### config.mk
export PLATFORM = sky130hd
export DESIGN_NAME = cardinal_port_arb
export DESIGN_NICKNAME = d
export VERILOG_FILES = /design/src/rtl/cardinal_port_arb.sv
export SDC_FILE = /design/constraint.sdc
export NUM_CORES = 1
export LEC_CHECK = 0
export ABC_AREA = 1
export BUFFER_PORTS_ARGS = -buffer_cell sky130_fd_sc_hd__buf_2
export CAP_MARGIN = 25
export CORE_ASPECT_RATIO = 1.1
export CORE_MARGIN = 2
export CORE_UTILIZATION = 46
export DETAILED_ROUTE_END_ITERATION = 8
export GPL_TIMING_DRIVEN = 0
export PLACE_DENSITY = 0.77
export SYNTH_ARGS = -nofsm -noshare
export SYNTH_HDL_FRONTEND = slang
export SYNTH_SLANG_ARGS = --single-unit
### constraint.sdc
create_clock -name clk -period 3.4 [get_ports clk]
set_input_delay 0.34 -clock clk [delete_from_list [all_inputs] [get_ports clk]]
set_output_delay 0.34 -clock clk [all_outputs]
set_load 0.05 [all_outputs]
### src/rtl/cardinal_port_arb.sv
// Output-channel arbiter: round-robin fill of the internal-phase VC buffer, drain of the external-phase VC buffer.
// Grant-to-offer latency 1 cycle with toggling polarity; !out_ro holds the offered packet and blocks refill of that VC.
module cardinal_port_arb #(
  parameter int PAC_WIDTH = 64,
  parameter int NUM_REQ   = 3
) (
  input  logic                           clk,
  input  logic                           reset,
  input  logic                           polarity,
  input  logic [NUM_REQ-1:0]             req_v,
  input  logic [NUM_REQ*PAC_WIDTH-1:0]   req_d,
  output logic [NUM_REQ-1:0]             req_gnt,
  output logic                           out_so,
  input  logic                           out_ro,
  output logic [PAC_WIDTH-1:0]           out_do,
  output logic [1:0]                     buf_full,
  output logic [15:0]                    pkt_cnt
);

  localparam int PW = $clog2(NUM_REQ);

  logic [1:0]           vld;
  logic [PAC_WIDTH-1:0] data [2];
  logic [PW-1:0]        rr_ptr [2];

  logic                 int_vc;
  logic                 ext_vc;
  logic [PW-1:0]        ptr;
  logic [NUM_REQ-1:0]   elig;
  logic [NUM_REQ-1:0]   rot;
  logic                 found;
  logic [PW-1:0]        off;
  logic [PW-1:0]        win;
  logic [PW-1:0]        win_nxt;
  logic [PAC_WIDTH-1:0] win_dat;
  int                   sum;
  int                   sum_nxt;

  assign int_vc = polarity;
  assign ext_vc = ~polarity;
  assign ptr    = rr_ptr[int_vc];

  always_comb begin
    elig = '0;
    for (int i = 0; i < NUM_REQ; i++) begin
      elig[i] = req_v[i] && (req_d[i*PAC_WIDTH] == int_vc) && !vld[int_vc];
    end
  end

  // Rotate so bit 0 is the pointer position; the first set bit is the offset of the winner.
  always_comb begin
    rot   = NUM_REQ'({elig, elig} >> ptr);
    found = 1'b0;
    off   = '0;
    for (int k = 0; k < NUM_REQ; k++) begin
      if (!found && rot[k]) begin
        found = 1'b1;
        off   = PW'(k);
      end
    end
    sum = int'(ptr) + int'(off);
    if (sum >= NUM_REQ) sum = sum - NUM_REQ;
    win = PW'(sum);
    sum_nxt = sum + 1;
    if (sum_nxt >= NUM_REQ) sum_nxt = 0;
    win_nxt = PW'(sum_nxt);
  end

  always_comb begin
    req_gnt = '0;
    if (found && reset) req_gnt[win] = 1'b1;
  end

  always_comb begin
    win_dat = '0;
    for (int i = 0; i < NUM_REQ; i++) begin
      if (win == PW'(i)) win_dat = req_d[i*PAC_WIDTH +: PAC_WIDTH];
    end
  end

  // Fill and drain always address opposite VCs, so both may update in the same cycle.
  always_ff @(posedge clk) begin
    if (!reset) begin
      vld       <= '0;
      data[0]   <= '0;
      data[1]   <= '0;
      rr_ptr[0] <= '0;
      rr_ptr[1] <= '0;
      pkt_cnt   <= '0;
    end else begin
      if (found) begin
        data[int_vc]   <= win_dat;
        vld[int_vc]    <= 1'b1;
        rr_ptr[int_vc] <= win_nxt;
      end
      if (out_so && out_ro) begin
        vld[ext_vc] <= 1'b0;
        pkt_cnt     <= pkt_cnt + 16'd1;
      end
    end
  end

  assign out_so   = vld[ext_vc];
  assign out_do   = out_so ? data[ext_vc] : '0;
  assign buf_full = vld;

endmodule

Word level (Yosys, flattened, before mapping). Memory sizes are Yosys's and may differ from the RTL's. Cells that the tools add are included.

Register bits: 18. Bits in writable memories: 132. Output and inout port bits: 86. Memories: 2.

Memories: data (depth 2, bits a word 64, read ports 1, clocked after memory_dff 0, wr ports 2, RTL line 23) `logic [PAC_WIDTH-1:0] data [2];`; rr_ptr (depth 2, bits a word 2, read ports 1, clocked after memory_dff 0, wr ports 2, RTL line 24) `logic [PW-1:0] rr_ptr [2];`.

Equality and inequality tests: 5. Reductions and logical operators: 19. Muxes and demuxes: 35. Bitwise gates (word level): 4. Shifts and indexed selects: 1. Magnitude comparators: 8. Add/sub/neg operators: 4.

Operators by type and width (number): 64-bit two-way mux (5); 64-bit OR reduction (1); 32-bit by 2-bit adder with 32-bit output, second input constant (1); 32-bit by 3-bit >= comparator with 1-bit output, second input constant (1); 32-bit two-way mux (1); 1-bit two-way mux (19); 16-bit by 1-bit adder with 16-bit output, second input constant (1); 1-bit logical AND (13); 2-bit two-way mux (6); 6-bit by 2-bit >> shifter with 3-bit output (1); 1-bit by 2-bit less-than comparator with 1-bit output, second input constant (2); 3-bit by 2-bit subtractor with 4-bit output, second input constant (1); 2-bit by 2-bit adder with 3-bit output (1); 1-bit equality test (3); 3-bit by 2-bit >= comparator with 1-bit output, second input constant (1); 1-bit logical NOT (3); 2-bit by 3-bit less-than comparator with 1-bit output, second input constant (1); 3-bit two-way mux (1); 2-bit bitwise AND (1); 1-bit demux with 1-bit select (2); 1-bit demux with 2-bit select (1); 2-bit by 1-bit equality test with 1-bit output, second input constant (1); 2-bit equality test, second input constant (1); 1-bit >= comparator, second input constant (2); other kinds (6) (6).

Longest topological paths before layout. Gate-level depths: netlist of the first run.

Depth after elaboration: 20. Gate-level depth with buffers: 25. Gate-level depth less buffers: 22.

Worst setup path before layout of the first run. Ideal clock, no wire load.

Path type: register -> output. From: register vld[1] (netlist: buf_full[1]). To: output port req_gnt[0]. Arrival: 4133 ps. Setup slack: -1073 ps. Data required time: 3060 ps. Stages on the path, launching flop included: 18. Path buffers: 2. Cell sequence: dfxtp_1 -> nand2_1 -> and2_4 -> nand3_1 -> nand3_1 -> a21oi_1 -> ha_1 -> inv_1 -> fa_1 -> inv_1 -> ha_1 -> or2_2 -> o21ai_0 -> ha_1 -> clkbuf_1 -> buf_1 -> inv_1 -> nor2_1.

Word-level cells in the longest chain between the ends: 20. Elaborated cells on any way between the ends: 27.

RTL lines: from (decl) (RTL line 22) `logic [1:0] vld;`; from (signal assigned) (RTL line 84) `vld <= '0;`; from (signal, indexed assignment) (RTL line 93) `vld[int_vc] <= 1'b1;`; from (signal, indexed assignment) (RTL line 97) `vld[ext_vc] <= 1'b0;`; 1-bit two-way mux (not written as such) * (2 in a row) (RTL line 46) `elig[i] = req_v[i] && (req_d[i*PAC_WIDTH] == int_vc) && !vld[int_vc];`; 1-bit logical NOT * (RTL line 46); 1-bit logical AND (RTL line 46); 6-bit by 2-bit >> shifter with 3-bit output * (RTL line 52) `rot = NUM_REQ'({elig, elig} >> ptr);`; 1-bit two-way mux (RTL line 56) `if (!found && rot[k]) begin`; 1-bit logical NOT (RTL line 56); 1-bit logical AND (RTL line 56); 1-bit two-way mux (RTL line 56); [... 3 more ...]; 2-bit by 2-bit adder with 3-bit output (RTL line 61) `sum = int'(ptr) + int'(off);`; 3-bit by 2-bit subtractor with 4-bit output or 3-bit by 2-bit >= comparator with 1-bit output (tied branches) (RTL line 62) `if (sum >= NUM_REQ) sum = sum - NUM_REQ;`; 32-bit two-way mux (RTL line 62); 2-bit by 3-bit less-than comparator with 1-bit output (not written as such) or 2-bit by 1-bit >= comparator with 1-bit output (tied branches) (RTL line 71) `if (found && reset) req_gnt[win] = 1'b1;`; 1-bit logical AND (not written as such) (RTL line 71); 1-bit two-way mux (not written as such) (RTL line 71); 1-bit demux with 2-bit select (RTL line 71); 3-bit two-way mux * (RTL line 71); to (decl) (RTL line 12) `output logic [NUM_REQ-1:0] req_gnt,`.

Every way passes the cells marked *; elsewhere a longest branch is shown, timed or not. The select of a mux whose other input is x is not followed.

Worst setup path after layout of the first run.
From: register vld[0] (netlist: buf_full[0]). To: output port req_gnt[2].

Same word-level chain as after synthesis.

==> impl_metrics.env, run 1 <==
export IMPL_max_slew_worst_pin_slew_ns=0.972
export IMPL_synth_area_per_cell_um2=7.65
export IMPL_maxSlewViolCount=0
export IMPL_hold_violations=0
export IMPL_final_nets=1643
export IMPL_setup_viol=131
export IMPL_clkTransAtPathRegs_ns=0.06
export IMPL_p_leak_nw=6.08
export IMPL_synthCells=1115
export IMPL_drc=0
export IMPL_grt_usage=0.274
export IMPL_cp_end_kind="output pin"
export IMPL_netlist_top_cells_area="edfxtp_1 (46%), nand2_1 (16%), nor2_1 (5.8%)"
export IMPL_routed_wl_um=27000
export IMPL_cp_start_kind="flop"
export IMPL_fp_dieH_um=147
export IMPL_yosysWarnings=0
export IMPL_placed_cell_area_um2=10800
export IMPL_drtPass1Iterations=5
export IMPL_start_util=0.467
export IMPL_fill_cells=1502
export IMPL_hold_path_class="input port to flop"
export IMPL_crit_path_max_fanout=4
export IMPL_comb_power_share=0.698
export IMPL_fin_area_um2=12200
export IMPL_netlist_area_leader_share=0.464
export IMPL_die_w_um=134
export IMPL_routedWlPerCell_um=15.9
export IMPL_clock_sinks=150
export IMPL_sw_frac_of_total=0.469
export IMPL_period_needed_ns=3.80
export IMPL_violations="setup timing"
export IMPL_pre_cts_ws_ns=-0.733
export IMPL_timing_fmax_mhz=263
export IMPL_synth_area_um2=8530
export IMPL_wl_met1_um=10600
export IMPL_port_buffers=283
export IMPL_r2r_start="buf_full[0]"
export IMPL_num_vias=8694
export IMPL_maxUsedRoutingLayer="met4"
export IMPL_critPathCapture="req_gnt[2]"
export IMPL_final_critical_path_setup_slack_ns=-0.396
export IMPL_synth_distinct_cells=30
export IMPL_hold_buffers=0
export IMPL_dr_wl_met3_um=1750
export IMPL_drive_above_1_share=0.395
export IMPL_synth_ff_type="edfxtp_1"
export IMPL_criticalPathCategory="flop to output pin"
export IMPL_reg2reg_depth=21
export IMPL_cell_internal_pwr_w=0.00849
export IMPL_ys_seq_area_frac=0.507
export IMPL_outcome="finished with violations"
export IMPL_ys_ff_latch=150
export IMPL_skew_ns=0.0104
export IMPL_antenna_found_initial=1
export IMPL_yosysTopAreaCell="edfxtp_1"
export IMPL_p_per_area_nw_per_um2=1310
export IMPL_syn_nets=1321
export IMPL_pwr_share_seq=0.182
export IMPL_dp_hpwl_um=17800
export IMPL_p_clk_frac=0.120
export IMPL_via_per_inst=5.13
export IMPL_dieArea_um2=19700
export IMPL_cap_violations=0
export IMPL_reg2reg_setup_slack_ns=-0.30
export IMPL_p_switching_w=0.00749
export IMPL_cts_made_buffers=17
export IMPL_worst_ep_arrival_time_ns=3.46
export IMPL_core_area_um2=18300
export IMPL_vdd_ir_drop_max_mv=0.720
export IMPL_slew_headroom=0.352
export IMPL_ctsHtreeMaxLevel=4
export IMPL_dr_wl_met2_um=13900
export IMPL_place_congestion=0.825
export IMPL_period_share=1.12
export IMPL_critPathLaunch="buf_full[0]"
export IMPL_synth_edf_count=132
export IMPL_worstPathRequired_ns=3.06
export IMPL_root_buffer="clkbuf_16"
export IMPL_grt_setup_unrepaired="yes"
export IMPL_grt_pass1_vias=8323
export IMPL_clk_latency_ns=0.43
export IMPL_fin_setup_tns_ns=-24.39
export IMPL_drt_iter0_markers=512
export IMPL_cts_buffer_depth=2
export IMPL_area_growth_pct=43.0
export IMPL_antenna_left=0
export IMPL_synth_async_reset_ratio=0
export IMPL_r2r_end="data[0][52]"
export IMPL_cts_tree="built"
export IMPL_power_w=0.0160
export IMPL_rows=52
export IMPL_grt_pass1_wl_um=41600
export IMPL_overflow=0
export IMPL_grt_max_degree=67
export IMPL_ios=285
-- registers in the layout, summed over array words and instances, names as in the netlist --
name	count
rr_ptr	4
data	128
pkt_cnt	16
buf_full	2
-- placed cells by master, fill, tap and decap left out, drive strengths merged --
master,Yosys,routed
clkbuf,41,61
edfxtp,132,132
xnor2,2,2
nor2,163,163
fa,1,1
nand4,1,1
bufbuf,0,2
ha,6,6
nand3,83,83
and2,2,2
dfxtp,18,18
xor2,1,1
a21oi,75,75
diode,0,1
o21ai,74,74
a211oi,1,1
inv,99,102
or2,2,2
clkinvlp,0,3
clkinv,1,5
buf,33,333
nand2,371,371
o211ai,2,2
nor3,7,7
bufinv,0,3
-- worst min-delay path by stage --
stage,from,end,slack (ns),cells after the start
after floorplan,req_d[162],data[1][34],0.55,2
after global placement,pkt_cnt[0],pkt_cnt[0],0.47,1
after detailed placement,pkt_cnt[12],pkt_cnt[12],0.48,2
after CTS,req_d[162],data[1][34],0.22,3
after global routing,req_d[163],data[1][35],0.22,3
final,req_d[162],data[1][34],0.23,3
-- critical path: stages, from the launching register on --
cell and delay, ns:
dfxtp_4 0.36, nand2_2 0.06, and2_4 0.18, nand3_1 0.14, nand3_2 0.12, a21oi_2 0.16, ha_2 0.18, inv_2 0.03
fa_1 0.49, inv_2 0.05, ha_4 0.20, or2_4 0.23, o21ai_4 0.08, inv_2 0.06, ha_4 0.16, inv_2 0.07
clkbuf_16 0.13, clkbuf_16 0.13, nor2_4 0.03, buf_6 0.15
-- layout make-up --
| class | instances | area (um^2) | area share |
|---|---|---|---|
| Antenna cell | 1 | 2.50 | 0.000205 |
| Buffer | 71 | 721 | 0.0590 |
| Clock buffer | 19 | 433 | 0.0355 |
| Clock inverter | 13 | 170 | 0.0139 |
| Inverter | 100 | 383 | 0.0314 |
| Multi-Input combinational cell | 791 | 4090 | 0.335 |
| Sequential cell | 150 | 4330 | 0.355 |
| Tap cell | 243 | 304 | 0.0249 |
| Timing Repair Buffer | 306 | 1770 | 0.145 |
-- cells in the mapped netlist, drive strengths merged, types with 2 or more instances --
cell type and number:
xnor2 2, edfxtp 132, clkbuf 41, dfxtp 18, nand3 83, or2 2, ha 6, o211ai 2
nand2 371, and2 2, inv 99, a21oi 75, nor3 7, buf 33, nor2 163, o21ai 74
-- metrics by stage --
stage | hold WS, ns | utilization | cells
6_report | 0.232 | 0.668 | 1694
3_5_place_dp | 0.483 | 0.590 | 1642
2_1_floorplan | 0.552 | - | 1115
3_3_place_gp | 0.472 | 0.588 | 1641
4_1_cts | 0.219 | 0.664 | 1693
5_1_grt | 0.223 | 0.668 | 1694
-- cell families after synthesis --
family                   synth area share
XOR/XNOR                          0.00308
buffers and inverters              0.0852
AO/OA/AOI/OAI                      0.0909
flip-flops                          0.507
adder cells (fa/ha/maj)            0.0111
AND/OR/NAND/NOR                     0.303
-- routing by layer --
| layer | vias to the layer above | track usage |
|---|---|---|
| li1 | 4256 | - |
| met1 | 4028 | 0.321 |
| met2 | 354 | 0.488 |
| met3 | 56 | 0.0493 |
| met4 | 0 | 0.120 |
| met5 | - | 0 |
-- power by group through the flow --
stage	combinational [W]	clock, W	sequential (W)
after floorplan	0.00633	0	0.00294
after global placement	0.00823	0	0.00293
after detailed placement	0.00838	0	0.00294
after CTS	0.0109	0.00194	0.00290
after global routing	0.0121	0.00201	0.00296
final	0.0112	0.00192	0.00290
-- what timing repair did --
item | CTS | global route
setup buffers | 13 | 0
cloned | 9 | 0
resized for setup | 116 | 25
pin swaps | 46 | 11
setup endpoints to repair | 131 | 131
No activity file was read; power rests on OpenSTA's default activity.
==> run 2, diff against run 1 <==
Settings changed: RECOVER_POWER set to 25.
==> run 2 against run 1 <==
Against the previous run:
- worst setup slack better by 0.0046 ns
- cell count stayed put
- non-clock buffer count stayed put
- register-to-register slack is essentially flat
- the run still ends with setup timing left
- cell area is 0.55% lower
- critical path type unchanged
- die area unchanged
- worst hold slack worse by 0.0018 ns
- global-route usage did not move
- sequential share of layout area is 0.20 points higher
- critical endpoint unchanged
- largest cell class unchanged
- critical path depth unchanged
- sequential power hardly changed
==> impl_metrics.env, run 2 (synthesis results as in run 1) <==
export IMPL_fin_cells=1694
export IMPL_largestRegisters="data: 128 flops, pkt_cnt: 16 flops, rr_ptr: 4 flops"
export IMPL_core_area_um2=18300
export IMPL_slew_headroom=0.325
export IMPL_ios=285
export IMPL_grt_usage=0.274
export IMPL_drtPass1Iterations=5
export IMPL_antenna_left=0
export IMPL_grt_max_degree=67
export IMPL_rows=52
export IMPL_criticalPathCategory="flop to output pin"
export IMPL_grt_setup_unrepaired="yes"
export IMPL_num_vias=8711
export IMPL_finalHoldWorstSlack_ns=0.230
export IMPL_cp_start_kind="flop"
export IMPL_top_register="data"
export IMPL_cap_violations=0
export IMPL_antenna_found_initial=1
export IMPL_fill_cells=1520
export IMPL_worstPathRequired_ns=3.06
export IMPL_routedWlPerCell_um=16.0
export IMPL_grt_pass1_wl_um=41600
export IMPL_hold_violations=0
export IMPL_overflow=0
export IMPL_p_per_area_nw_per_um2=1320
export IMPL_p_leak_nw=5.97
export IMPL_drive_above_1_share=0.380
export IMPL_final_nets=1643
export IMPL_final_cell_mix="nand2_1 (362), buf_2 (268), edfxtp_1 (132)"
export IMPL_maxSlewViolCount=0
export IMPL_cts_made_buffers=17
export IMPL_multiInputGateArea_um2=4090
export IMPL_fp_dieH_um=147
export IMPL_worst_ep_arrival_time_ns=3.45
export IMPL_final_critical_path_setup_slack_ns=-0.391
export IMPL_largest_register_ffs=128
export IMPL_drc=0
export IMPL_clk_latency_ns=0.43
export IMPL_period_needed_ns=3.79
export IMPL_clkTransAtPathRegs_ns=0.07
export IMPL_clock_sinks=150
export IMPL_cts_tree="built"
export IMPL_setup_viol=131
export IMPL_cp_end_kind="output pin"
export IMPL_place_inst=1642
export IMPL_power_w=0.0160
export IMPL_ctsHtreeMaxLevel=4
export IMPL_dieArea_um2=19700
export IMPL_routed_wl_um=27000
export IMPL_start_util=0.467
export IMPL_place_congestion=0.825
export IMPL_timing_fmax_mhz=264
export IMPL_vdd_ir_drop_max_mv=0.724
export IMPL_regArea_um2=4330
export IMPL_area_growth_pct=42.2
export IMPL_fin_setup_tns_ns=-23.60
export IMPL_skew_ns=0.0124
export IMPL_drt_iter0_markers=528
export IMPL_root_buffer="clkbuf_16"
export IMPL_die_w_um=134
export IMPL_port_buffers=283
export IMPL_via_per_inst=5.14
export IMPL_dp_hpwl_um=17800
export IMPL_cts_buffer_depth=2
export IMPL_grt_pass1_vias=8323
export IMPL_crit_path_max_fanout=4
export IMPL_outcome="finished with violations"
export IMPL_hold_path_class="input port to flop"
export IMPL_final_common_cell="nand2_1"
export IMPL_violations="setup timing"
export IMPL_max_slew_worst_pin_slew_ns=1.01
export IMPL_period_share=1.12
-- run 2: cell types whose count changed in the layout (fill, tap and decap cells not counted), moves of 2 or more --
cell      change
buf_2        -22
clkbuf_1     +22
buf_6         -2
clkbuf_2      +2
-- run 2: final timing paths --
check              startpoint          end  slack, ns  depth (start not counted)
hold / removal     req_d[162]  data[1][34]       0.23                          3
hold reg to reg   pkt_cnt[12]  pkt_cnt[12]       0.50                          2
setup reg to reg  buf_full[0]  data[0][52]      -0.29                         21
setup / recovery  buf_full[0]   req_gnt[2]      -0.39                         19
-- run 2: what timing repair did --
action                                 in CTS  in global routing
setup endpoints to repair                 131                131
endpoints found under the hold margin       0                  0
setup buffers                              13                  0
cloned                                      9                  0
resized for setup                         116                 25
pin swaps                                  46                 11
hold buffers                                0                  0
-- run 2: worst max-delay path, stage by stage, from the launching register on --
cell and delay [ns]:
dfxtp_4 0.36, nand2_2 0.06, and2_4 0.18, nand3_1 0.14
nand3_2 0.12, a21oi_2 0.15, ha_2 0.18, inv_2 0.03
fa_1 0.49, inv_2 0.05, ha_4 0.20, or2_4 0.23
o21ai_4 0.08, inv_2 0.06, ha_4 0.16, inv_2 0.07
clkbuf_16 0.13, clkbuf_16 0.13, nor2_4 0.03, buf_6 0.15
-- run 2: layer usage --
metal	vias to the layer above	global-route usage	share of wire
met3	57	0.0493	0.066
met2	368	0.488	0.52
li1	4252	-	-
met4	0	0.120	0.030
met1	4034	0.321	0.39
met5	-	0	0
-- run 2: metrics by stage --
stage | util | instance area (um^2) | worst slack (ns)
finish | 0.664 | 12100 | -0.391
CTS | 0.664 | 12100 | -0.381
detailed placement | 0.590 | 10800 | -0.733
global route | 0.664 | 12100 | -0.591
global placement | 0.588 | 10700 | -1.22
floorplan | - | 9020 | -0.0247
-- run 2: where the power goes --
part           switching, W  total [W]  internal, W
registers          0.000137    0.00290      0.00277
clock network      0.000760    0.00192      0.00116
logic               0.00660     0.0111      0.00455
total               0.00750     0.0160      0.00848
-- run 2: layout make-up --
type,count,area share
inverters,100,0.0315
clock inverters,13,0.0140
multi-input cells,791,0.337
clock buffers,19,0.0357
well taps,243,0.0250
diodes,1,0.000206
flip-flops and latches,150,0.357
repair buffers,306,0.142
plain buffers,71,0.0582
==> run 3, diff against run 2 <==
Settings changed: RECOVER_POWER 25 to 100.
==> run 3 against run 2 <==
Against the previous run:
- the flow still finishes with violations (setup timing)
- largest cell class unchanged
- worst hold slack improved by 0.0015 ns
- first-iteration DRC count is 0.19% higher
- worst setup slack improved by 0.0053 ns
- highest routed layer unchanged
- non-clock buffer count did not move
- critical path type unchanged
- largest power group unchanged
==> impl_metrics.env, run 3 (synthesis results as in run 1) <==
export IMPL_outcome="finished with violations"
export IMPL_violations="setup timing"
export IMPL_place_congestion=0.825
export IMPL_vdd_ir_drop_max_mv=0.722
export IMPL_grt_pass1_wl_um=41600
export IMPL_dp_hpwl_um=17800
export IMPL_via_per_inst=5.15
export IMPL_drive_above_1_share=0.337
export IMPL_drc=0
export IMPL_clkTransAtPathRegs_ns=0.06
export IMPL_port_buffers=283
export IMPL_routedWlPerCell_um=16.0
export IMPL_reg2reg_setup_slack_ns=-0.30
export IMPL_finalHoldWorstSlack_ns=0.231
export IMPL_hold_violations=0
export IMPL_dieArea_um2=19700
export IMPL_slew_headroom=0.323
export IMPL_core_area_um2=18300
export IMPL_path_cells="nand2_2 -> and2_4 -> nand3_1 -> nand3_2 -> a21oi_2 -> ha_2 -> inv_2 -> fa_1 -> inv_2 -> ha_4 -> or2_4 -> o21ai_4 -> inv_2 -> ha_4 -> inv_2 -> clkbuf_16 -> clkbuf_16 -> nor2_4 -> buf_6"
export IMPL_hold_buffers=0
export IMPL_place_inst=1642
export IMPL_overflow=0
export IMPL_sw_frac_of_total=0.471
export IMPL_grt_usage=0.274
export IMPL_crit_slowest_cell="fa_1"
export IMPL_path_buf_inv=7
export IMPL_clock_sinks=150
export IMPL_fp_dieH_um=147
export IMPL_final_cell_mix="nand2_1 (362), buf_2 (207), edfxtp_1 (132)"
export IMPL_num_vias=8726
export IMPL_cts_made_buffers=17
export IMPL_hold_path_class="input port to flop"
export IMPL_period_needed_ns=3.79
export IMPL_drt_iter0_markers=529
export IMPL_routed_wl_um=27100
export IMPL_pre_cts_ws_ns=-0.733
export IMPL_ios=285
export IMPL_grt_setup_unrepaired="yes"
export IMPL_start_util=0.467
export IMPL_grt_pass1_vias=8323
export IMPL_area_growth_pct=41.2
export IMPL_final_nets=1643
export IMPL_drtPass1Iterations=7
export IMPL_max_slew_worst_pin_slew_ns=1.01
export IMPL_clk_latency_ns=0.43
export IMPL_fill_cells=1565
export IMPL_criticalPathCategory="flop to output pin"
export IMPL_p_per_area_nw_per_um2=1320
export IMPL_slowest_delay_ns=0.49
export IMPL_fin_cells=1694
export IMPL_antenna_found_initial=1
export IMPL_final_critical_path_setup_slack_ns=-0.386
export IMPL_top_register="data"
export IMPL_p_clk_frac=0.121
export IMPL_rows=52
export IMPL_grt_max_degree=67
export IMPL_cell_internal_pwr_w=0.00844
export IMPL_maxSlewViolCount=0
export IMPL_final_common_cell="nand2_1"
export IMPL_timing_fmax_mhz=264
export IMPL_power_w=0.0160
export IMPL_cts_tree="built"
export IMPL_p_switching_w=0.00752
export IMPL_worst_ep_arrival_time_ns=3.45
export IMPL_cp_end_kind="output pin"
export IMPL_setup_viol=130
export IMPL_root_buffer="clkbuf_16"
export IMPL_worstPathRequired_ns=3.06
export IMPL_p_leak_nw=5.72
export IMPL_largest_register_ffs=128
export IMPL_crit_path_max_fanout=4
export IMPL_die_w_um=134
export IMPL_cp_common_cell="inv_2"
export IMPL_skew_ns=0.0104
export IMPL_cts_buffer_depth=2
export IMPL_pwr_share_seq=0.182
export IMPL_antenna_left=0
export IMPL_ctsHtreeMaxLevel=4
export IMPL_cap_violations=0
export IMPL_crit_family="adder cells"
export IMPL_cp_start_kind="flop"
export IMPL_comb_power_share=0.697
export IMPL_period_share=1.11
export IMPL_largestRegisters="data: 128 flops, pkt_cnt: 16 flops, rr_ptr: 4 flops"
## run 3: cell count changes in the layout (fill, tap and decap cells not counted), sizes merged
cell,delta
buf,-64
clkbuf,+64
## run 3: what timing repair did
| item | in CTS | in global routing |
|---|---|---|
| setup endpoints to repair | 131 | 131 |
| gates resized for setup | 116 | 25 |
| gates cloned | 9 | 0 |
| setup buffers | 13 | 0 |
| pin swaps | 46 | 11 |
## run 3: per-stage QoR
stage	area, um^2	util	setup TNS, ns
finish	12100	0.659	-23.20
global route	12100	0.659	-53.72
CTS	12100	0.664	-20.81
detailed placement	10800	0.590	-83.64
global placement	10700	0.588	-235.98
floorplan	9020	-	-1.24
## run 3: worst register-to-register path: stages, from the launching register on
cell	delay [ns]
dfxtp_4	0.36
nand2_2	0.06
and2_4	0.18
nand3_1	0.14
nand3_2	0.12
a21oi_2	0.15
ha_2	0.18
inv_2	0.03
fa_1	0.49
inv_2	0.05
ha_4	0.20
or2_4	0.23
o21ai_4	0.08
inv_2	0.06
ha_4	0.16
buf_4	0.16
clkbuf_16	0.18
bufbuf_16	0.27
a21oi_1	0.12
nand2_1	0.08
o21ai_2	0.08
nor2_1	0.06
## run 3: final timing paths
check / from / cells past startpoint / endpoint
max reg2reg: buf_full[0] / 21 / data[0][53]
min reg2reg: pkt_cnt[12] / 2 / pkt_cnt[12]
min: req_d[162] / 3 / data[1][34]
max: buf_full[0] / 19 / req_gnt[2]
## run 3: power groups by stage
stage | sequential, W | combinational, W | clock (W)
after global placement | 0.00293 | 0.00823 | 0
after floorplan | 0.00294 | 0.00633 | 0
after global routing | 0.00296 | 0.0120 | 0.00201
final | 0.00290 | 0.0111 | 0.00193
after detailed placement | 0.00294 | 0.00838 | 0
after CTS | 0.00290 | 0.0109 | 0.00194
## run 3: per-layer routing
metal	vias to the layer above	wire (um)	share of wire	track usage
met5	-	0	0	0
met2	361	13900	0.51	0.488
met1	4054	10700	0.39	0.321
met4	0	851	0.031	0.120
met3	61	1660	0.061	0.0493
li1	4250	-	-	-
## run 3: layout make-up
cell class	instances	area, um^2	area share
inverter	100	383	0.0318
clock buffer	19	433	0.0359
buffer	71	696	0.0577
multi-input combinational	791	4090	0.339
antenna	1	2.50	0.000208
clock inverter	13	170	0.0141
sequential	150	4330	0.359
tap	243	304	0.0252
timing repair buffer	306	1650	0.137
